$ cat src/rtl/alu_cmd_pkg.sv
// Shared definitions for the ALU command fetch block: opcode set, fetch FSM
// states and packet geometry.
package alu_cmd_pkg;

    typedef enum logic [2:0] {
        ALU_ADD  = 3'd0,
        ALU_SUB  = 3'd1,
        ALU_AND  = 3'd2,
        ALU_OR   = 3'd3,
        ALU_XOR  = 3'd4,
        ALU_PASS = 3'd5
    } alu_opcode_t;

    localparam int OPC_LEGAL_MAX = 5;

    typedef enum logic {
        FETCH = 1'b0,
        ISSUE = 1'b1
    } fetch_state_t;

    localparam int CMD_WORDS = 3;

endpackage

$ cat src/rtl/sat_counter.sv
// Up-counter that sticks at its maximum value instead of wrapping.
module sat_counter #(
    parameter int WIDTH = 4
) (
    input  logic             clock,
    input  logic             reset,
    input  logic             inc,
    output logic [WIDTH-1:0] count
);

    always_ff @(posedge clock or negedge reset) begin
        if (!reset) begin
            count <= '0;
        end else if (inc && (count != '1)) begin
            count <= count + 1'b1;
        end
    end

endmodule

$ cat src/rtl/alu_cmd_fetch.sv
// Pops 3-word command packets from the ALU command FIFO and presents each
// assembled command to the ALU over a valid/ready handshake.
module alu_cmd_fetch
    import alu_cmd_pkg::*;
#(
    parameter int DATA_W = 8,
    parameter int OPC_W  = 3
) (
    input  logic              clock,
    input  logic              reset,
    input  logic              fifo_empty,
    input  logic [DATA_W-1:0] fifo_rd_data,
    output logic              fifo_ren,
    output logic              alu_valid,
    input  logic              alu_ready,
    output logic [OPC_W-1:0]  alu_opcode,
    output logic [DATA_W-1:0] alu_a,
    output logic [DATA_W-1:0] alu_b,
    output logic              busy,
    output logic [7:0]        cmd_count,
    output logic [3:0]        illegal_count
);

    fetch_state_t     state;
    logic [1:0]       idx;
    logic             rd_pend;
    logic [OPC_W-1:0] opc_word;
    logic             opc_legal;
    logic             illegal_inc;

    assign opc_word    = fifo_rd_data[OPC_W-1:0];
    assign opc_legal   = (opc_word <= OPC_W'(OPC_LEGAL_MAX));
    assign illegal_inc = rd_pend && (idx == 2'd0) && !opc_legal;

    // rd_pend gates the next pop so fifo_empty has caught up before we decide again.
    assign fifo_ren  = (state == FETCH) && !fifo_empty && !rd_pend;
    assign alu_valid = (state == ISSUE);
    assign busy      = (state == ISSUE) || (idx != 2'd0) || rd_pend;

    // NOTE: every register here is updated with <= so all of them sample the
    // pre-edge values of each other, exactly like the flops they become.
    always_ff @(posedge clock or negedge reset) begin
        if (!reset) begin
            state      <= FETCH;
            idx        <= 2'd0;
            rd_pend    <= 1'b0;
            alu_opcode <= '0;
            alu_a      <= '0;
            alu_b      <= '0;
            cmd_count  <= 8'd0;
        end else begin
            rd_pend <= fifo_ren;
            if (rd_pend) begin
                if (idx == 2'd0) begin
                    if (opc_legal) begin
                        alu_opcode <= opc_word;
                        idx        <= 2'd1;
                    end
                end else if (idx == 2'd1) begin
                    alu_a <= fifo_rd_data;
                    idx   <= 2'd2;
                end else if (idx == 2'(CMD_WORDS - 1)) begin
                    alu_b <= fifo_rd_data;
                    idx   <= 2'd0;
                    state <= ISSUE;
                end
            end
            if (alu_valid && alu_ready) begin
                cmd_count <= cmd_count + 8'd1;
                state     <= FETCH;
            end
        end
    end

    sat_counter #(
        .WIDTH (4)
    ) u_illegal_cnt (
        .clock (clock),
        .reset (reset),
        .inc   (illegal_inc),
        .count (illegal_count)
    );

endmodule
$ cat config.mk
export PLATFORM = sky130hd
export DESIGN_NAME = alu_cmd_fetch
export DESIGN_NICKNAME = d
export VERILOG_FILES = /design/src/rtl/alu_cmd_pkg.sv /design/src/rtl/sat_counter.sv /design/src/rtl/alu_cmd_fetch.sv
export SDC_FILE = /design/constraint.sdc
export NUM_CORES = 1
export LEC_CHECK = 0
export CAP_MARGIN = 30
export CORE_MARGIN = 1
export CORE_UTILIZATION = 41
export DETAILED_ROUTE_END_ITERATION = 12
export PLACE_DENSITY = 0.79
export SYNTH_ARGS = -nofsm -noshare
export SYNTH_HDL_FRONTEND = slang
export SYNTH_HIERARCHICAL = 1
export SYNTH_SLANG_ARGS = --single-unit
$ cat constraint.sdc
create_clock -name clock -period 1.74 [get_ports clock]
set_input_delay 0.348 -clock clock [delete_from_list [all_inputs] [get_ports clock]]
set_output_delay 0.348 -clock clock [all_outputs]
set_load 0.01 [all_outputs]
==> results.ini <==
[run_status]
status = complete, but fails checks
violations = negative setup slack

[placed_design]
gp_congestion = 0.744
place_ws_ps = -118
post-dp-hpwl_mm = 2.03
placed_area_sq_um = 2010
port_buffers = 45

[sta]
rsz0062_at_grt = yes
setup-violations-final = 1
fin_skew_ps = 7.78
max_slew_margin = 0.673
worst-slew-pin-transition_ps = 488
setup_slack_ps = -3.27
hold_viol = 0
final_max_slew_viol_count = 0
finalSetupTns_ps = -3.27
post-route-period-util = 1.00
timing.fmax_ghz = 0.574
min_period_ps = 1740
holdWs_ps = 418

[synthesis]
yosys.area_share.simple = 0.124
synthCells = 106
avgSynthCellArea_sq_um = 13.7
synth_compound_area_frac = 0.0336
ys_types = 29
syn-cell-area_sq_um = 1450
yosysWarningCount = 6
ys_seq_area_frac = 0.604
synthMuxAreaShare = 0.165
synth_nets = 120
synth_area_leaders = dfrtp_1, mux2_2, xnor2_1
ys_seq_elements = 35
synth_fa_ha_area_frac = 0.0173
synth_top_family_by_area = multiplexers
synth_top_cell_area_share = 0.604
synth_xor_area_frac = 0.0423
synth_area_leader_cell = dfrtp_1

[floorplan]
rows = 21
pin_count = 46
start_util = 0.431
die_width_um = 61.5
chipHeight_um = 61.5
coreArea_sq_um = 3360
die-area_sq_um = 3780

[worst_hold_path]
hold_class = input pin to asynchronous set/reset pin

[clocking]
cts_hold_buf = 0
clock_path_buffers = 2
path_clk_slew_ps = 100
htreeDepth = 2
cts-root-buf = clkbuf_4
clk_latency_ps = 330
cts_sinks = 35
cts_made_buffers = 5
tritoncts = done

[critical_path]
path_buf_inv = 1
crit_path_top_delay_cell = or4_1
cp_data_arrival_time_ps = 1400
critPathMaxStageDelay_ps = 530
crit_fanout = 2
path_class = flop to primary output
critPathRequiredTime_ps = 1390
end_kind = primary output
worstReg2RegEnd = u_illegal_cnt/count[3]
r2r_start = idx[1]
critPathLaunchType = flop
cp_cell_sequence = or4_1 -> buf_2
r2r_slack_ps = 100
path_delay_family = simple AND/OR/NAND/NOR gates
ff2ff_path_depth = 5

[layout]
area_growth_pct = 43.3
drive_gt1_frac = 0.265
n_antenna_cell = 0
fin_area_sq_um = 2080
final_util = 0.618
finalNetCount = 179

[job]
drv_cap = 0

[global_routing]
grt_pass1_wl_mm = 4.55
overflow = 0
grt_usage = 0.169
antenna_found_initial = 0
grt_pass1_vias = 1044
grt_start_max_net_pins = 36

[detailed_routing]
antenna_left = 0
drt-initial-drc-count = 25
routed_wl_mm = 2.74
num_vias = 1025
routedWlPerCell_um = 12.9
dr.pass1.iters = 4
via_per_inst = 4.83
drt_drc_violations_left = 0

[pwr]
p_leak_nw = 0.905
cellPowerDensity_nw_per_um2 = 1660
ir_worst_vdd_v = 0.000896

report_power, final:
group	leakage [nW]	internal (mW)	switching, mW
combinational	0.453	1.01	0.602
sequential	0.423	1.17	0.239
clock	0.0293	0.158	0.255
total	0.905	2.34	1.10
cell type report:
cell class / count / area, sq um
repair buffers: 55 / 524
multi-input cells: 67 / 562
flip-flops and latches: 35 / 881
inverters: 1 / 3.75
well taps: 46 / 57.6
clock inverters: 1 / 5.00
clock buffers: 7 / 45.0
fillers: 298 / 1280
worst max-delay path by stage:
| stage | start | to | slack, ps | cells past startpoint |
|---|---|---|---|---|
| 2_1_floorplan | rd_pend | u_illegal_cnt/count[3] | 40 | 6 |
| 3_3_place_gp | fifo_empty | fifo_ren | -100 | 3 |
| 3_5_place_dp | fifo_empty | fifo_ren | -120 | 3 |
| 6_report | rd_pend | busy | -3 | 2 |
| 5_1_grt | idx[0] | busy | -60 | 2 |
| 4_1_cts | idx[0] | busy | -20 | 2 |
cell usage after synthesis (all sizes together):
master	n
mux2	20
nor2	3
xnor2	6
or3b	1
or4	1
nand2	5
nand2b	5
nand3b	2
o22a	2
buf	2
ha	2
a21oi	1
mux2i	1
a31oi	1
o21ai	1
dfrtp	35
o211ai	2
nor2b	1
and3	3
clkbuf	1
and2	1
nand4	7
inv	1
xor2	1
nor3	1
metrics by stage:
step / instances / power, mW
4_1_cts: 211 / 3.46
3_3_place_gp: 203 / 2.99
2_1_floorplan: 106 / 2.13
5_1_grt: 212 / 3.68
3_5_place_dp: 203 / 3.05
6_report: 212 / 3.44
flip-flops by register name, indices dropped and copies added (netlist names):
| register | flops |
|---|---|
| alu_a | 8 |
| alu_b | 8 |
| alu_opcode | 3 |
| alu_valid | 1 |
| cmd_count | 8 |
| idx | 2 |
| rd_pend | 1 |
| u_illegal_cnt/count | 4 |
per-layer routing:
layer | routed length (um) | vias up | GRT usage
li1 | - | 495 | -
met1 | 1210 | 495 | 0.198
met2 | 1370 | 30 | 0.292
met3 | 103 | 5 | 0.0441
met4 | 57 | 0 | 0.0794
met5 | 0 | - | 0
cells in the final DEF, fill, tap and decap left out, drive strengths merged, types with 2 or more instances in the layout:
cell type      count
and3               3
buf               11
clkbuf             7
clkdlybuf4s50     42
dfrtp             35
ha                 2
mux2              20
nand2              5
nand2b             5
nand3b             2
nand4              7
nor2               3
o211ai             2
o22a               2
xnor2              6
worst reg2reg max path, cell delays in order (launching register included):
cell     delay (ps)
dfrtp_1         390
buf_4           140
or3b_1          410
nor2_2          150
nand4_1         120
mux2_1          320
logic make-up after synthesis:
group,after synthesis
DFF,35
muxes,21
buffers and inverters,4
AOI/OAI and AO/OA,7
and+or+nand+nor,30
xor gates and xnor gates,7
adders and majority gates,2
repair_timing:
item	4_1_cts	5_1_grt
setup endpoints to repair	2	10
buffers inserted	0	1
endpoints found under the hold margin	0	0
pin swaps	1	0
gates resized for setup	7	7
Note: power is estimated with default switching activity, not from simulation.
